`src/rtl/key_sched_pkg.sv`:
```
// Shared types and constants for the key command scheduler: per-key FSM states,
// timer sizing helper, and cycle constants for 50 MHz silicon and fast simulation.
package key_sched_pkg;

    typedef enum logic [1:0] {
        IDLE   = 2'd0,
        HOLD   = 2'd1,
        REPEAT = 2'd2
    } key_fsm_e;

    localparam int LONG_PRESS_CYC_50M = 25_000_000;
    localparam int REPEAT_CYC_50M     = 5_000_000;
    localparam int LONG_PRESS_CYC_SIM = 10;
    localparam int REPEAT_CYC_SIM     = 4;

    // Timer must hold max(long, repeat) - 1; never narrower than one bit.
    function automatic int timer_width(input int long_cyc, input int rep_cyc);
        int m;
        m = (long_cyc > rep_cyc) ? long_cyc : rep_cyc;
        return (m > 1) ? $clog2(m) : 1;
    endfunction

endpackage

```
`src/rtl/key_hold_timer.sv`:
```
// Per-key press/hold FSM: pulses set_pend on the press event and on each auto-repeat
// tick (set_rep marks repeats). Pulses are combinational from the current cycle; no backpressure.
module key_hold_timer
    import key_sched_pkg::*;
#(
    parameter int LONG_PRESS_CYC = LONG_PRESS_CYC_50M,
    parameter int REPEAT_CYC     = REPEAT_CYC_50M
) (
    input  logic Clk,
    input  logic Rst,
    input  logic press_evt,
    input  logic release_evt,
    output logic set_pend,
    output logic set_rep
);

    localparam int TW = timer_width(LONG_PRESS_CYC, REPEAT_CYC);
    localparam logic [TW-1:0] LONG_LAST = TW'(LONG_PRESS_CYC - 1);
    localparam logic [TW-1:0] REP_LAST  = TW'(REPEAT_CYC - 1);

    key_fsm_e      state_q, state_d;
    logic [TW-1:0] timer_q, timer_d;

    always_ff @(posedge Clk or posedge Rst) begin
        if (Rst) begin
            state_q <= IDLE;
            timer_q <= '0;
        end else begin
            state_q <= state_d;
            timer_q <= timer_d;
        end
    end

    // Release takes priority over a timer expiry landing in the same cycle.
    always_comb begin
        state_d  = state_q;
        timer_d  = timer_q + TW'(1);
        set_pend = 1'b0;
        set_rep  = 1'b0;
        case (state_q)
            IDLE: begin
                timer_d = '0;
                if (press_evt) begin
                    set_pend = 1'b1;
                    state_d  = HOLD;
                end
            end
            HOLD: begin
                if (release_evt) begin
                    state_d = IDLE;
                    timer_d = '0;
                end else if (timer_q == LONG_LAST) begin
                    set_pend = 1'b1;
                    set_rep  = 1'b1;
                    timer_d  = '0;
                    state_d  = REPEAT;
                end
            end
            REPEAT: begin
                if (release_evt) begin
                    state_d = IDLE;
                    timer_d = '0;
                end else if (timer_q == REP_LAST) begin
                    set_pend = 1'b1;
                    set_rep  = 1'b1;
                    timer_d  = '0;
                end
            end
            default: begin
                state_d = IDLE;
                timer_d = '0;
            end
        endcase
    end

endmodule

```
`src/rtl/key_cmd_scheduler.sv`:
```
// Key events -> serialized valid/ready command stream, round-robin across keys; press-to-valid 2 cycles,
// one-deep pending per key holds work under backpressure. KEY_SCHED_DROP_CNT_EN adds the drop_cnt output.
module key_cmd_scheduler
    import key_sched_pkg::*;
#(
    parameter int  NUM_KEYS       = 2,
    parameter int  LONG_PRESS_CYC = LONG_PRESS_CYC_50M,
    parameter int  REPEAT_CYC     = REPEAT_CYC_50M,
    localparam int IDW            = $clog2(NUM_KEYS)
) (
    input  logic                Clk,
    input  logic                Rst,
    input  logic [NUM_KEYS-1:0] key_flag,
    input  logic [NUM_KEYS-1:0] key_state,
    output logic                cmd_valid,
    output logic [IDW-1:0]      cmd_id,
    output logic                cmd_repeat,
    input  logic                cmd_ready
`ifdef KEY_SCHED_DROP_CNT_EN
    ,
    output logic [7:0]          drop_cnt
`endif
);

    logic [NUM_KEYS-1:0] set_pend, set_rep;
    logic [NUM_KEYS-1:0] pend_q, pend_d, rep_q, rep_d;
    logic [NUM_KEYS-1:0] grant_clr, drop_vec;
    logic [IDW-1:0]      rr_q, rr_d, cmd_id_q, cmd_id_d, idx;
    logic                cmd_valid_q, cmd_valid_d, cmd_repeat_q, cmd_repeat_d;
    logic                can_issue, found;

    for (genvar i = 0; i < NUM_KEYS; i++) begin : g_key
        key_hold_timer #(
            .LONG_PRESS_CYC (LONG_PRESS_CYC),
            .REPEAT_CYC     (REPEAT_CYC)
        ) u_timer (
            .Clk         (Clk),
            .Rst         (Rst),
            .press_evt   (key_flag[i] & ~key_state[i]),
            .release_evt (key_flag[i] &  key_state[i]),
            .set_pend    (set_pend[i]),
            .set_rep     (set_rep[i])
        );
    end

    // Output slot reloads when empty or being accepted, so cmd_ready high gives one command per cycle.
    always_comb begin
        can_issue    = ~cmd_valid_q | cmd_ready;
        found        = 1'b0;
        idx          = '0;
        grant_clr    = '0;
        cmd_valid_d  = cmd_valid_q & ~cmd_ready;
        cmd_id_d     = cmd_id_q;
        cmd_repeat_d = cmd_repeat_q;
        rr_d         = rr_q;
        if (can_issue) begin
            for (int k = 0; k < NUM_KEYS; k++) begin
                idx = IDW'((int'(rr_q) + k) % NUM_KEYS);
                if (!found && pend_q[idx]) begin
                    found          = 1'b1;
                    grant_clr[idx] = 1'b1;
                    cmd_valid_d    = 1'b1;
                    cmd_id_d       = idx;
                    cmd_repeat_d   = rep_q[idx];
                    rr_d           = IDW'((int'(idx) + 1) % NUM_KEYS);
                end
            end
        end
    end

    // A new set beats a same-cycle grant; a set onto a still-held pend is dropped and keeps the old rep.
    always_comb begin
        drop_vec = set_pend & pend_q & ~grant_clr;
        pend_d   = (pend_q & ~grant_clr) | set_pend;
        rep_d    = rep_q;
        for (int i = 0; i < NUM_KEYS; i++) begin
            if (set_pend[i] && !drop_vec[i]) begin
                rep_d[i] = set_rep[i];
            end
        end
    end

    always_ff @(posedge Clk or posedge Rst) begin
        if (Rst) begin
            pend_q       <= '0;
            rep_q        <= '0;
            rr_q         <= '0;
            cmd_valid_q  <= 1'b0;
            cmd_id_q     <= '0;
            cmd_repeat_q <= 1'b0;
        end else begin
            pend_q       <= pend_d;
            rep_q        <= rep_d;
            rr_q         <= rr_d;
            cmd_valid_q  <= cmd_valid_d;
            cmd_id_q     <= cmd_id_d;
            cmd_repeat_q <= cmd_repeat_d;
        end
    end

    assign cmd_valid  = cmd_valid_q;
    assign cmd_id     = cmd_id_q;
    assign cmd_repeat = cmd_repeat_q;

`ifdef KEY_SCHED_DROP_CNT_EN
    logic [7:0] drop_cnt_q, drop_cnt_d;

    always_comb begin
        drop_cnt_d = drop_cnt_q;
        if ((|drop_vec) && (drop_cnt_q != 8'hFF)) begin
            drop_cnt_d = drop_cnt_q + 8'd1;
        end
    end

    always_ff @(posedge Clk or posedge Rst) begin
        if (Rst) begin
            drop_cnt_q <= '0;
        end else begin
            drop_cnt_q <= drop_cnt_d;
        end
    end

    assign drop_cnt = drop_cnt_q;
`endif

endmodule
```
`config.mk`:
```
export PLATFORM = sky130hd
export DESIGN_NAME = key_cmd_scheduler
export DESIGN_NICKNAME = d
export VERILOG_FILES = /design/src/rtl/key_sched_pkg.sv /design/src/rtl/key_hold_timer.sv /design/src/rtl/key_cmd_scheduler.sv
export SDC_FILE = /design/constraint.sdc
export NUM_CORES = 1
export LEC_CHECK = 0
export BUFFER_PORTS_ARGS = -buffer_cell sky130_fd_sc_hd__clkbuf_2
export CAP_MARGIN = 20
export CORE_UTILIZATION = 50
export CTS_BUF_LIST = sky130_fd_sc_hd__clkbuf_4
export CTS_CLUSTER_DIAMETER = 80
export DETAILED_ROUTE_END_ITERATION = 12
export PLACE_DENSITY = 0.65
export SYNTH_ARGS = -nofsm -noshare
export SYNTH_HDL_FRONTEND = slang
export SYNTH_SLANG_ARGS = --single-unit
```
`constraint.sdc`:
```
create_clock -name Clk -period 2.69 [get_ports Clk]
set_input_delay 0.6725 -clock Clk [delete_from_list [all_inputs] [get_ports Clk]]
set_output_delay 0.6725 -clock Clk [all_outputs]
set_load 0.02 [all_outputs]
```
==> impl_metrics.py <==
metrics = {
    "status": {
        "outcome": "finished, violations left",
        "violations": "design-rule violations",
    },
    "timing": {
        "min_period_over_period": 0.8624,
        "rsz0062_at_grt": "no",
        "final.min_clock_period_ns": 2.320,
        "worstMarginPinSlew_ns": 0.8915,
        "fmaxAchievable_mhz": 431.1,
        "relSlewSlack": 0.4055,
        "hold_violations": 0,
        "setup_viol": 0,
        "drv_slew": 0,
        "finalSetupTns_ns": 0,
        "holdWs_ns": 0.2725,
        "clock_skew_ns": 0.007896,
    },
    "worst_setup_path": {
        "crit_start": "g_key[1].u_timer.timer_q[0]$_DFF_PP0_",
        "required_ns": 2.93,
        "crit_path_max_fanout": 25,
        "arrival_ns": 2.56,
        "r2r-start": "g_key[1].u_timer.timer_q[0]$_DFF_PP0_",
        "startpoint_type": "flop",
        "path_cells": "ha_1 -> and3_1 -> nand4_1 -> o21ai_0 -> a221o_1 -> nor2_1",
        "slowest_stage": "a221o_1",
        "path_class": "flop to flop",
        "critPathMaxStageDelay_ns": 0.76,
        "cp-end-kind": "flop",
    },
    "detailed_routing": {
        "wl_um": 6241,
        "maxUsedRoutingLayer": "met4",
        "routed-wl-met2_um": 2766,
        "route.detailed.drc": 6,
        "dr.pass1.iters": 9,
        "vias": 2477,
        "ant_nets": 0,
        "wl_met1_um": 3222,
        "route.met3.wl_um": 172,
        "viasPerCell": 5.541,
        "wl_per_cell_um": 13.96,
        "drt-initial-drc-count": 146,
    },
    "yosys": {
        "ys_seq_elements": 62,
        "ys_types": 47,
        "syn_area_um2": 3357,
        "yosys-top-cells-area": "dfrtp_1 (46%), xor2_1 (8.6%), nor2_1 (7.7%), ha_1 (4.1%), nand4_1 (3.7%)",
        "synth_edf_count": 0,
        "ys_seq_area_frac": 0.4622,
        "synth-async-reset-ratio": 1.000,
        "synthCells": 350,
        "synth_common_cells": "nor2_1 (69), dfrtp_1 (62), xor2_1 (33)",
        "synth_area_leader_cell": "dfrtp_1",
        "yosys_warnings": 0,
        "synth.most_common_cell": "nor2_1",
        "synthFlopType": "dfrtp_1",
        "synth_top_area_share": 0.4622,
        "syn-num-nets": 368,
        "avgSynthCellArea_um2": 9.591,
    },
    "layout": {
        "antenna_cells": 0,
        "postLayoutCellArea_um2": 3597,
        "nets": 384,
        "synthToLayoutAreaGrowth_pct": 7.156,
        "post-route-util": 0.5601,
        "final_cells": 447,
        "drive_gt1_frac": 0.1000,
    },
    "global_route": {
        "overflow": 0,
        "grt_pass1_wl_um": 11030,
        "grt_pass1_vias": 2405,
        "grt_max_degree": 43,
        "antenna_found_initial": 0,
        "globalRouteTotalUtil": 0.1962,
    },
    "clock_tree": {
        "cts-buffers-inserted": 9,
        "clock_path_buffers": 2,
        "cts_tree": "done",
        "htreeDepth": 3,
        "cts-resized-gates": 0,
        "clk_latency_ns": 0.39,
        "cts_setup_buffers": 0,
        "cts_num_sinks": 62,
        "cts_hold_buf": 0,
        "cts-root-buf": "clkbuf_4",
        "cts.clk_slew.worst_paths_ns": 0.09,
    },
    "power_and_ir_drop": {
        "power.switching_w": 0.0007665,
        "power.share.switching": 0.3471,
        "ir_worst_vdd_mv": 0.2395,
        "cellLeakagePower_nw": 1.503,
        "p_comb_frac": 0.276,
        "pwr-share-seq": 0.490,
        "clkPwrFrac": 0.234,
        "p_int_w": 0.001442,
        "power.density_nw_per_um2": 613.9,
    },
    "floorplan": {
        "die_area_um2": 7046,
        "core_area_um2": 6422,
        "die_height_um": 83.94,
        "num_io_pins": 10,
        "dieWidth_um": 83.94,
        "initial_core_util": 0.5227,
        "fp-row-count": 29,
    },
    "placement": {
        "hpwl_um": 4322,
        "dpl_cell_area_um2": 3495,
        "routabilityCongestion": 0.7664,
        "dp.cells": 432,
        "port_buffers": 9,
    },
    "run": {
        "maxCapViolations": 0,
    },
    "worst_hold_path": {
        "hold_class": "input port to async pin",
    },
}
[worst paths after layout]
path / cells after the start / end / slack [ns]
worst min-delay path: 2 / cmd_repeat$_DFFE_PP0P_ / 0.27
worst max register to register: 6 / g_key[1].u_timer.timer_q[15]$_DFF_PP0_ / 0.37
worst min register to register: 2 / cmd_repeat$_DFFE_PP0P_ / 0.49
worst max-delay path: 6 / g_key[1].u_timer.timer_q[15]$_DFF_PP0_ / 0.37
min in group Clk: 2 / cmd_repeat$_DFFE_PP0P_ / 0.49
max in group asynchronous: 3 / g_key[1].u_timer.timer_q[24]$_DFF_PP0_ / 1.83
[sequential cells by signal (all words and copies together), names as in the netlist]
signal and cells:
pend_q 2, cmd_repeat 1, g_key.u_timer.state_q 4, rep_q 2
cmd_id 1, cmd_valid 1, g_key.u_timer.timer_q 50, rr_q 1
[layout make-up]
cell class	instances	area, µm²
Fill cell	592	2825
Multi-Input combinational cell	267	1722
Sequential cell	62	1551
Tap cell	77	96.34
Clock buffer	12	90.09
Timing Repair Buffer	10	65.06
Inverter	16	60.06
Clock inverter	3	12.51
[power by group through the flow]
| stage | Sequential (W) | Clock, W | Combinational, W |
|---|---|---|---|
| 2_1_floorplan | 0.00110 | 0 | 0.000469 |
| 3_3_place_gp | 0.00110 | 0 | 0.000598 |
| 3_5_place_dp | 0.00110 | 0 | 0.000612 |
| 4_1_cts | 0.00108 | 0.000538 | 0.000615 |
| 5_1_grt | 0.00110 | 0.000584 | 0.000701 |
| 6_report | 0.00108 | 0.000517 | 0.000610 |
[stage by stage]
step / power (W) / setup WS (ns)
floorplan: 0.001569 / 0.4761
global placement: 0.001697 / 0.4740
detailed placement: 0.001712 / 0.3837
CTS: 0.002235 / 0.3775
global route: 0.002382 / 0.1972
finish: 0.002208 / 0.3703
[worst max-delay path: cells and delay by family, from the launching register on]
family	cells	cell delay (ns)
compound gates	2	0.97
fa+ha+maj	1	0.22
flops	1	0.41
simple gates	3	0.57
[cells by family (layout without fill, tap and decap cells)]
family / count (synthesis) / in the layout / share of synthesized area
DFF: 62 / 62 / 0.4622
adders and majority gates: 11 / 11 / 0.04100
muxes: 2 / 2 / 0.006336
xor gates and xnor gates: 46 / 46 / 0.1200
AOI/OAI and AO/OA: 32 / 32 / 0.07082
buffers and inverters: 21 / 41 / 0.02497
and+or+nand+nor: 176 / 176 / 0.2747
[cell usage in the layout, fill, tap and decap left out, types with 3 or more instances in the layout]
cell type  netlist  routed
nor2_1          69      69
nand4_1         20      20
nor4_2           4       4
or2_2            3       3
dfrtp_1         62      62
inv_1           16      15
xnor2_1         13      13
clkbuf_4         0      12
ha_1            11      11
and2_1           3       3
a21oi_1          3       3
a221o_1          3       3
and4_1           4       4
clkbuf_2         0       9
nand3_1         23      23
xor2_1          33      33
o21ai_0         10      10
and3_1           6       6
nand2_1         20      20
nor4bb_1         3       3
nand2b_1         3       3
nor2b_1          3       3
[per-layer routing]
| metal | vias to the layer above | track usage |
|---|---|---|
| met4 | 0 | 0.07837 |
| li1 | 1255 | - |
| met1 | 1193 | 0.2787 |
| met5 | - | 0 |
| met2 | 21 | 0.2914 |
| met3 | 8 | 0.04253 |
Power figures use the tool's default switching activity.
